`src/rtl/cpu_pkg.sv`:
```
// Shared definitions for the 16-bit CPU front end: widths, reset/halt encodings,
// fetch state type and the prefetch entry layout.
package cpu_pkg;

  localparam int unsigned ADDR_W  = 16;
  localparam int unsigned INSTR_W = 16;

  localparam logic [ADDR_W-1:0]  RESET_PC_DEF   = 16'h0000;
  localparam logic [INSTR_W-1:0] HALT_INSTR_DEF = 16'hFFFF;

  typedef enum logic [0:0] {
    StFetch,
    StHalted
  } fetch_state_e;

  // One prefetch FIFO entry: the fetched word and the byte address it came from.
  typedef struct packed {
    logic [INSTR_W-1:0] instr;
    logic [ADDR_W-1:0]  pc;
  } fetch_entry_t;

  // Sequential PC step; the carry out of bit 15 is dropped so 16'hFFFE wraps to 0.
  function automatic logic [ADDR_W-1:0] pc_incr(input logic [ADDR_W-1:0] pc);
    return pc + ADDR_W'(2);
  endfunction

  // Instructions are halfword aligned; bit 0 of any target is forced to zero.
  function automatic logic [ADDR_W-1:0] align_pc(input logic [ADDR_W-1:0] pc);
    return {pc[ADDR_W-1:1], 1'b0};
  endfunction

endpackage

```
`src/rtl/fetch_fifo.sv`:
```
// Prefetch FIFO: power-of-two depth, synchronous flush, occupancy count and a
// registered head so decode sees the oldest entry straight from flops.
module fetch_fifo
  import cpu_pkg::*;
#(
  parameter int unsigned DEPTH = 2,
  parameter int unsigned WIDTH = INSTR_W + ADDR_W,
  localparam int unsigned PTR_W = (DEPTH > 1) ? $clog2(DEPTH) : 1,
  localparam int unsigned CNT_W = $clog2(DEPTH + 1)
) (
  input  logic             clk_i,
  input  logic             rst_ni,
  input  logic             push_i,
  input  logic [WIDTH-1:0] wdata_i,
  input  logic             pop_i,
  input  logic             flush_i,
  output logic [CNT_W-1:0] count_o,
  output logic [WIDTH-1:0] head_o
);

  localparam logic [CNT_W-1:0] FULL_CNT = CNT_W'(DEPTH);
  localparam logic [CNT_W-1:0] ONE_CNT  = CNT_W'(1);

  logic [WIDTH-1:0] mem_q [DEPTH];
  logic [PTR_W-1:0] wr_ptr_q, wr_ptr_d, wr_ptr_inc;
  logic [PTR_W-1:0] rd_ptr_q, rd_ptr_d, rd_ptr_inc;
  logic [CNT_W-1:0] count_q, count_d;
  logic [WIDTH-1:0] head_q, head_d;
  logic             pop_ok, push_ok;

  // Guard against popping empty or pushing full without a same-cycle pop.
  assign pop_ok     = pop_i && (count_q != '0);
  assign push_ok    = push_i && ((count_q != FULL_CNT) || pop_ok);
  // Depth is a power of two, so pointers wrap naturally.
  assign wr_ptr_inc = wr_ptr_q + PTR_W'(1);
  assign rd_ptr_inc = rd_ptr_q + PTR_W'(1);

  // Pointer, count and head next-state; flush wins over push/pop.
  always_comb begin
    wr_ptr_d = wr_ptr_q;
    rd_ptr_d = rd_ptr_q;
    count_d  = count_q;
    head_d   = head_q;
    if (flush_i) begin
      wr_ptr_d = '0;
      rd_ptr_d = '0;
      count_d  = '0;
    end else begin
      if (push_ok) wr_ptr_d = wr_ptr_inc;
      if (pop_ok)  rd_ptr_d = rd_ptr_inc;
      unique case ({push_ok, pop_ok})
        2'b10:   count_d = count_q + ONE_CNT;
        2'b01:   count_d = count_q - ONE_CNT;
        default: count_d = count_q;
      endcase
      // The next head is either the entry behind the popped one, or the word being
      // written when the FIFO is (or is about to become) empty. Otherwise hold.
      if (pop_ok && (count_q > ONE_CNT)) begin
        head_d = mem_q[rd_ptr_inc];
      end else if (push_ok && ((count_q == '0) || pop_ok)) begin
        head_d = wdata_i;
      end
    end
  end

  // Control state registers.
  always_ff @(posedge clk_i or negedge rst_ni) begin
    if (!rst_ni) begin
      wr_ptr_q <= '0;
      rd_ptr_q <= '0;
      count_q  <= '0;
      head_q   <= '0;
    end else begin
      wr_ptr_q <= wr_ptr_d;
      rd_ptr_q <= rd_ptr_d;
      count_q  <= count_d;
      head_q   <= head_d;
    end
  end

  // Entry storage; written at the tail on an accepted push.
  always_ff @(posedge clk_i or negedge rst_ni) begin
    if (!rst_ni) begin
      for (int i = 0; i < DEPTH; i++) begin
        mem_q[i] <= '0;
      end
    end else if (push_ok && !flush_i) begin
      mem_q[wr_ptr_q] <= wdata_i;
    end
  end

  assign count_o = count_q;
  assign head_o  = head_q;

endmodule

```
`src/rtl/fetch_unit.sv`:
```
// Instruction-fetch initiator: owns the PC, fetches from a combinational
// word-addressed memory, buffers words in the prefetch FIFO and hands them to
// decode. Handles stall, redirect/flush, PC wrap and the halt opcode.
module fetch_unit
  import cpu_pkg::*;
#(
  parameter logic [ADDR_W-1:0]  RESET_PC   = RESET_PC_DEF,
  parameter int unsigned        DEPTH      = 2,
  parameter logic [INSTR_W-1:0] HALT_INSTR = HALT_INSTR_DEF
) (
  input  logic               clk,
  input  logic               rst_n,
  output logic [ADDR_W-1:0]  imem_addr,
  input  logic [INSTR_W-1:0] imem_instr,
  input  logic               fetch_en,
  input  logic               redirect_valid,
  input  logic [ADDR_W-1:0]  redirect_pc,
  output logic               out_valid,
  input  logic               out_ready,
  output logic [INSTR_W-1:0] out_instr,
  output logic [ADDR_W-1:0]  out_pc,
  output logic               halted,
  output logic               err_misalign
);

  localparam int unsigned      CNT_W    = $clog2(DEPTH + 1);
  localparam logic [CNT_W-1:0] FULL_CNT = CNT_W'(DEPTH);

  fetch_state_e      state_q, state_d;
  logic [ADDR_W-1:0] pc_q, pc_d;
  logic              err_q, err_d;
  logic [CNT_W-1:0]  count;
  logic              full;
  logic              pop, push;
  fetch_entry_t      wentry, head;

  assign full      = (count == FULL_CNT);
  assign out_valid = (count != '0);
  assign pop       = out_valid && out_ready;
  // Redirect suppresses the push; a full FIFO accepts only alongside a pop.
  assign push      = (state_q == StFetch) && fetch_en && !redirect_valid && (!full || pop);

  assign wentry.instr = imem_instr;
  assign wentry.pc    = pc_q;

  fetch_fifo #(
    .DEPTH (DEPTH),
    .WIDTH ($bits(fetch_entry_t))
  ) u_fifo (
    .clk_i   (clk),
    .rst_ni  (rst_n),
    .push_i  (push),
    .wdata_i (wentry),
    .pop_i   (pop),
    .flush_i (redirect_valid),
    .count_o (count),
    .head_o  (head)
  );

  // PC, state and misalign-flag next-state; redirect takes priority over fetch.
  always_comb begin
    pc_d    = pc_q;
    state_d = state_q;
    err_d   = 1'b0;
    if (redirect_valid) begin
      pc_d    = align_pc(redirect_pc);
      state_d = StFetch;
      err_d   = redirect_pc[0];
    end else if (push) begin
      pc_d = pc_incr(pc_q);
      // The halt word is itself buffered; fetching stops after it.
      if (imem_instr == HALT_INSTR) state_d = StHalted;
    end
  end

  // PC, state and misalign-flag registers.
  always_ff @(posedge clk or negedge rst_n) begin
    if (!rst_n) begin
      pc_q    <= RESET_PC;
      state_q <= StFetch;
      err_q   <= 1'b0;
    end else begin
      pc_q    <= pc_d;
      state_q <= state_d;
      err_q   <= err_d;
    end
  end

  assign imem_addr    = pc_q;
  assign out_instr    = head.instr;
  assign out_pc       = head.pc;
  assign halted       = (state_q == StHalted);
  assign err_misalign = err_q;

endmodule

```
`config.mk`:
```
export PLATFORM = sky130hd
export DESIGN_NAME = fetch_unit
export DESIGN_NICKNAME = d
export VERILOG_FILES = /design/src/rtl/cpu_pkg.sv /design/src/rtl/fetch_fifo.sv /design/src/rtl/fetch_unit.sv
export SDC_FILE = /design/constraint.sdc
export NUM_CORES = 1
export LEC_CHECK = 0
export CAP_MARGIN = 5
export CORE_MARGIN = 2
export CORE_UTILIZATION = 55
export DETAILED_ROUTE_END_ITERATION = 12
export GPL_TIMING_DRIVEN = 0
export PLACE_DENSITY = 0.82
export SLEW_MARGIN = 25
export SYNTH_ARGS = -nofsm -noshare
export SYNTH_HDL_FRONTEND = slang
export SYNTH_SLANG_ARGS = --single-unit
export TNS_END_PERCENT = 100
```
`constraint.sdc`:
```
create_clock -name clk -period 5.1 [get_ports clk]
set_clock_uncertainty 0.1 [all_clocks]
set_input_delay 1.275 -clock clk [delete_from_list [all_inputs] [get_ports clk]]
set_output_delay 1.275 -clock clk [all_outputs]
set_load 0.005 [all_outputs]
```
==> results of run 1 <==
synth_stat cells (6+ instances only):
library cell and number:
dfrtp_1 114, nand4_1 6, nor2_1 12, or4_1 6, inv_1 7, mux2i_1 33, mux2_2 58, clkbuf_1 14
o21ai_0 9, buf_2 11, xnor2_1 8, a31oi_1 6, o221a_2 31, nand2_1 45
worst min path at each step:
stage | end | slack [ns] | cells past startpoint
final | u_fifo.mem_q[63] | 0.40 | 1
after global routing | u_fifo.mem_q[63] | 0.42 | 1
after CTS | u_fifo.mem_q[63] | 0.40 | 1
after detailed placement | u_fifo.mem_q[63] | 0.38 | 1
after global placement | u_fifo.mem_q[4] | 0.37 | 1
after floorplan | u_fifo.mem_q[1] | 0.36 | 1
stage by stage:
step | setup TNS, ns | util [%] | worst slack [ns] | instances
floorplan | 0 | - | 2.37 | 421
global placement | -181.41 | 67.7 | -1.60 | 634
detailed placement | 0 | 68.0 | 1.55 | 635
CTS | 0 | 74.4 | 1.89 | 666
global route | 0 | 74.4 | 1.82 | 666
finish | 0 | 74.4 | 1.89 | 666
state kept, by name (all words and copies together), names as in the netlist:
name / cells
err_misalign: 1
halted: 1
imem_addr: 15
u_fifo.count_o: 2
u_fifo.head_o: 31
u_fifo.mem_q: 62
u_fifo.rd_ptr_q: 1
u_fifo.wr_ptr_q: 1
worst max-delay path, delay by kind of cell (launching register included):
kind                     cells  cell delay [ns]
adder cells (fa/ha/maj)      1             0.25
buffers and inverters        3             0.65
flip-flops                   1             0.42
layer usage:
| layer | vias to the layer above | wire length (µm) |
|---|---|---|
| met5 | - | 0 |
| li1 | 1746 | - |
| met1 | 1954 | 5340 |
| met3 | 27 | 620 |
| met2 | 128 | 6760 |
| met4 | 0 | 216 |
cells by family (layout without fill, tap and decap cells):
logic type      after synthesis  in the layout
flops                       114            114
buf+inv                      39            155
compound gates               67             67
mux                          95             95
other cells                   1              2
xor+xnor                      9              9
simple gates                 91             91
fa+ha+maj                     4              4
cell type report:
class	instances	area [µm²]	share of cell area [%]
Inverter	7	26.3	0.382
Tap cell	129	161	2.35
Clock inverter	13	161	2.35
Timing Repair Buffer	85	870	12.7
Clock buffer	18	428	6.23
Sequential cell	114	2850	41.5
Multi-Input combinational cell	268	2210	32.2
Buffer	32	160	2.33
power breakdown:
| part | leakage (nW) | switching (W) | internal, W |
|---|---|---|---|
| Sequential | 1.33 | 0.000252 | 0.00130 |
| Combinational | 1.12 | 0.000510 | 0.000766 |
| Clock | 0.279 | 0.000425 | 0.000753 |
==> summary.md, run 1 <==
| Metric | Value |
|---|---|
| Tightest Pin Transition | `between 0.8 and 0.9 ns` |
| CP Class | `flop to output port` |
| Largest family of logic cells by synthesized area | `multiplexers` |
| Critical Path End | `out_valid` |
| Final Max Tran Viols | `0` |
| Crit Reg-Reg Endpoint | `u_fifo.head_o[6]` |
| Post-DP Area | `6280 µm²` |
| Gpl congestion | `0.813` |
| Vias per cell | `5.79` |
| 1st-pass router iterations | `5` |
| Clock sink total | `114` |
| Drt total wl | `roughly 13000 µm` |
| Syn_area_per_cell | `roughly 12 µm²` |
| Crit-path max FO | `5` |
| Die span in y | `102 µm` |
| # DRC | `0` |
| Setup Buffers After CTS | `0` |
| Post-route clock period utilization | `62.9%` |
| Port Buffers | `84` |
| Adder-cell share of the synthesized area | `0.954%` |
| I/O Pins | `88` |
| Fmax | `around 310 MHz` |
| Outcome | `complete, no violations` |
| Final hold vios | `0` |
| Post-Synth Simple-Gate Area | `8.34%` |
| Commonest non-fill, non-tap cell in the layout | `dfrtp_1` |
| Antenna Diode Count | `0` |
| FFs w/ async S/R, synth | `100%` |
| Critical path startpoint category | `flop` |
| Mux contribution to synthesized area | `19.6%` |
| Antenna violations before repair | `0` |
| FILL cells | `600` |
| Clk Latency, worst-skew pair | `approximately 0.52 ns` |
| Synth Cell Area | `about 5200 µm²` |
| Distinct cells, synth | `44` |
| Critical path arrival | `1.83 ns` |
| Clock Pin Slew Worst Setup and Hold Paths | `0.06 ns` |
| Final Power | `0.00401 W` |
| Setup violators final | `0` |
| Yosys top cell area share | `54.4%` |
| Crit end category | `output port` |
| Main synth FF type | `dfrtp_1` |
| DR vias | `around 3900` |
| MaxCap Viol Count | `0` |
| GR Overflow Total | `0` |
| Worst vdd ir | `0.373 mV` |
| Detailed placement HPWL | `8370 µm` |
| Initial core utilization | `between 50% and 60%` |
| Cell Chain, Critical Path | `inv_1 -> ha_1 -> inv_1 -> clkdlybuf4s50_1` |
| Worst hold-check slack | `0.396 ns` |
| Num CTS Buffers | `17` |
| P&R area growth vs syn | `30.9%` |
| Core area | `around 9200 µm²` |
| Post-CTS Hold Fix Bufs | `0` |
| Sequential area share after synthesis | `54.4%` |
| Post-synthesis register bit count | `114` |
| CP Data Required Time | `approximately 3.7 ns` |
| Largest net degree at the start of global routing | `59` |
| DR WL/cell | `19.4 µm` |
| Commonest cells after routing, fill and taps aside | `dfrtp_1, clkdlybuf4s50_1, mux2_2, nand2_1, mux2i_1` |
| Reg2Reg Launch Point | `u_fifo.count_o[1]` |
| Post-layout minimum cycle time | `about 3.2 ns` |
| Worst min path class | `flop to flop` |
| Antenna Nets Post-Route | `0` |
| Relative slew margins | `between 40% and 50%` |
| Vias in the first global route | `roughly 4200` |
| Crit path largest cell delay | `~0.49 ns` |
| Post-cts resize count | `0` |
| Met2 usage | `45.0%` |
| Layout Nets | `approximately 570` |
| PD cells | `583 nW/µm²` |
| Number of DRC markers in iteration 0 | `162` |
| Hold path start | `u_fifo.mem_q[63]` |
| EDFF count, synth | `0` |
| First-pass GRT wire length | `21200 µm` |
| Met1 GRT Util | `34.0%` |
| GRT Total Usage | `27.0%` |
| CTS root buffer | `clkbuf_8` |
| Syn Inst Count | `420` |
| Synth Area in Compound Gates | `11.6%` |
| Cell taking the most area after synthesis | `dfrtp_1` |
| CP Launch Point | `u_fifo.count_o[1]` |
| Design Area, Final | `6870 µm²` |
| Synth area leaders | `dfrtp_1, mux2_2, o221a_2` |
| CTS tree | `built` |
| Row cnt | `35` |
| H-tree depth | `4` |
| RSZ-0062 raised after global routing | `no` |
| CP dominant cell by count | `inv_1` |
| Met3 Usage GRT | `6.42%` |
| Critical Path Slowest Stage Cell | `clkdlybuf4s50_1` |
| Die ar. | `10300 µm²` |
| Leakage power | `approximately 2.7 nW` |
| Maximum clock path buffer count | `2` |
| Reg-to-reg setup timing slack | `2.46 ns` |
| Ratio of cells with drive above 1 in the final layout | `a little over a quarter` |
| R2R depth | `8` |
| Xor/xnor share of the synthesized area | `1.50%` |
| YS warnings | `0` |
| Die width | `102 µm` |
| Busiest layer in global routing | `met2` |
Note: power is estimated with default switching activity, not from simulation.
==> run 2, diff against run 1 <==
--- a/config.mk
+++ b/config.mk
@@ -7,10 +7,10 @@
 export LEC_CHECK = 0
 export CAP_MARGIN = 5
 export CORE_MARGIN = 2
-export CORE_UTILIZATION = 55
+export CORE_UTILIZATION = 53
 export DETAILED_ROUTE_END_ITERATION = 12
 export GPL_TIMING_DRIVEN = 0
-export PLACE_DENSITY = 0.82
+export PLACE_DENSITY = 0.8
 export SLEW_MARGIN = 25
 export SYNTH_ARGS = -nofsm -noshare
 export SYNTH_HDL_FRONTEND = slang
==> constraint.sdc (replaced) <==
create_clock -name clk -period 3.1 [get_ports clk]
set_clock_uncertainty 0.1 [all_clocks]
set_input_delay 0.775 -clock clk [delete_from_list [all_inputs] [get_ports clk]]
set_output_delay 0.775 -clock clk [all_outputs]
set_load 0.005 [all_outputs]
==> run 2 against run 1 <==
Against the previous run:
- final area increased by 1.5%
- wire length decreased by 2.7%
- hold slack got worse by 0.26 ns
- final cell count increased by 0.75%
- largest power group unchanged
- highest routed layer unchanged
==> summary.md, run 2 (same netlist as run 1, synthesis figures left out) <==
| Metric | Value |
|---|---|
| First-pass GRT wire length | `21100 µm (was 21200 µm)` |
| RSZ-0062 raised after global routing | `no (unchanged)` |
| Setup Buffers After CTS | `0 (unchanged)` |
| Non-Filler Instances | `671 (was 666)` |
| Largest Register | `u_fifo.mem_q (unchanged)` |
| Fmax | `between 300 and 400 MHz` |
| DR WL/cell | `18.8 µm (was 19.4 µm)` |
| # DRC | `0 (unchanged)` |
| Setup violators final | `0 (unchanged)` |
| Die ar. | `10700 µm² (was 10300 µm²)` |
| DR vias | `3873 (was 3855)` |
| Commonest cells after routing, fill and taps aside | `dfrtp_1, clkdlybuf4s50_1, mux2_2, nand2_1, mux2i_1 (unchanged)` |
| Worst vdd ir | `0.603 mV (was 0.373 mV)` |
| Worst min path class | `input pin to asynchronous set/reset pin (was flop to flop)` |
| Vias per cell | `5.77 (was 5.79)` |
| Leakage power | `2.78 nW (was 2.73 nW)` |
| Core area | `9680 µm² (was 9240 µm²)` |
| Initial core utilization | `54.2% (was 56.8%)` |
| Largest net degree at the start of global routing | `63 (was 59)` |
| Max FFs per register | `62 (unchanged)` |
| Final hold vios | `0 (unchanged)` |
| Post-cts resize count | `0 (unchanged)` |
| Outcome | `complete, no violations (unchanged)` |
| I/O Pins | `88 (unchanged)` |
| Pre-CTS setup slack | `-0.00593 ns (was 1.55 ns)` |
| Die width | `104 µm (was 102 µm)` |
| Post-route clock period utilization | `87.3%` |
| Post-CTS Hold Fix Bufs | `0 (unchanged)` |
| CP Data Required Time | `2.22 ns (was 3.72 ns)` |
| MaxCap Viol Count | `0 (unchanged)` |
| Number of DRC markers in iteration 0 | `207 (was 162)` |
| Port Buffers | `84 (unchanged)` |
| Drt total wl | `12600 µm (was 12900 µm)` |
| Crit-path max FO | `5 (unchanged)` |
| Relative slew margins | `46.6% (was 45.2%)` |
| CTS tree | `built (unchanged)` |
| Ratio of cells with drive above 1 in the final layout | `26.6% (was 26.8%)` |
| Final Power | `0.00690 W (was 0.00401 W)` |
| CP Class | `flop to output port (unchanged)` |
| 1st-pass router iterations | `5 (unchanged)` |
| Critical path startpoint category | `flop (unchanged)` |
| CTS root buffer | `clkbuf_8 (unchanged)` |
| Die span in y | `104 µm (was 102 µm)` |
| Antenna Diode Count | `0 (unchanged)` |
| Post-layout minimum cycle time | `between 2 and 3 ns` |
| Clk Latency, worst-skew pair | `0.51 ns (was 0.52 ns)` |
| Commonest non-fill, non-tap cell in the layout | `dfrtp_1 (unchanged)` |
| Placed Instances | `639 (was 635)` |
| Row cnt | `36 (was 35)` |
| Clock sink total | `114 (unchanged)` |
| Reg-to-reg setup timing slack | `0.44 ns (was 2.46 ns)` |
| P&R area growth vs syn | `32.9% (was 30.9%)` |
| Num CTS Buffers | `17 (unchanged)` |
| Final Max Tran Viols | `0 (unchanged)` |
| GRT Total Usage | `24.8% (was 27.0%)` |
| Antenna violations before repair | `0 (unchanged)` |
| Crit end category | `output port (unchanged)` |
| Antenna Nets Post-Route | `0 (unchanged)` |
| Worst hold-check slack | `0.134 ns (was 0.396 ns)` |
| Detailed placement HPWL | `8160 µm (was 8370 µm)` |
| Critical path arrival | `1.83 ns (about the same)` |
| GR Overflow Total | `0 (unchanged)` |
| H-tree depth | `4 (unchanged)` |
| Maximum clock path buffer count | `2 (unchanged)` |
| Vias in the first global route | `4096 (was 4232)` |
| PD cells | `989 nW/µm² (was 583 nW/µm²)` |
| Layout Nets | `566 (unchanged)` |
| Gpl congestion | `0.805 (was 0.813)` |
| Final setup margin | `0.393 ns (was 1.89 ns)` |
| Tightest Pin Transition | `0.800 ns (was 0.822 ns)` |
| Clock Pin Slew Worst Setup and Hold Paths | `0.06 ns (about the same)` |
run 2: where the power goes:
group          internal, W  switching [W]
logic              0.00126       0.000820
registers          0.00214       0.000406
clock network      0.00158       0.000692
total              0.00498        0.00192
run 2: area by class of cell:
| cell class | count | area, µm² |
|---|---|---|
| Timing Repair Buffer | 85 | 870 |
| Multi-Input combinational cell | 268 | 2210 |
| Tap cell | 133 | 166 |
| Sequential cell | 114 | 2850 |
| Buffer | 32 | 160 |
| Inverter | 7 | 26.3 |
| Fill cell | 662 | 2710 |
| Clock inverter | 12 | 251 |
| Clock buffer | 20 | 435 |
run 2: per-layer routing:
layer / vias up / wire (µm) / track usage [%]
met5: - / 0 / 0
met4: 0 / 226 / 9.56
met3: 21 / 567 / 6.17
met2: 115 / 6510 / 42.5
met1: 1977 / 5280 / 30.4
li1: 1760 / - / -
run 2: final timing paths:
check                                  start                 to  cells after the start
max                        u_fifo.count_o[1]          out_valid                      4
min                                    rst_n  u_fifo.head_o[13]                      1
min reg2reg                  u_fifo.mem_q[4]    u_fifo.mem_q[4]                      1
max reg2reg                u_fifo.count_o[1]  u_fifo.head_o[22]                      8
max in group asynchronous              rst_n   u_fifo.head_o[2]                      2
min in group clk             u_fifo.mem_q[4]    u_fifo.mem_q[4]                      1
run 2: critical path: stages (launching register included):
cell	delay [ns]
dfrtp_1	0.42
inv_1	0.09
ha_1	0.26
inv_1	0.08
clkdlybuf4s50_1	0.49
run 2: metrics by stage:
| stage | utilization (%) | cell area [µm²] | setup TNS [ns] |
|---|---|---|---|
| CTS | 72.0 | 6980 | 0 |
| detailed placement | 64.9 | 6290 | -0.00593 |
| global placement | 64.6 | 6260 | -352.20 |
| finish | 72.0 | 6980 | 0 |
| floorplan | - | 5250 | 0 |
| global route | 72.0 | 6980 | 0 |
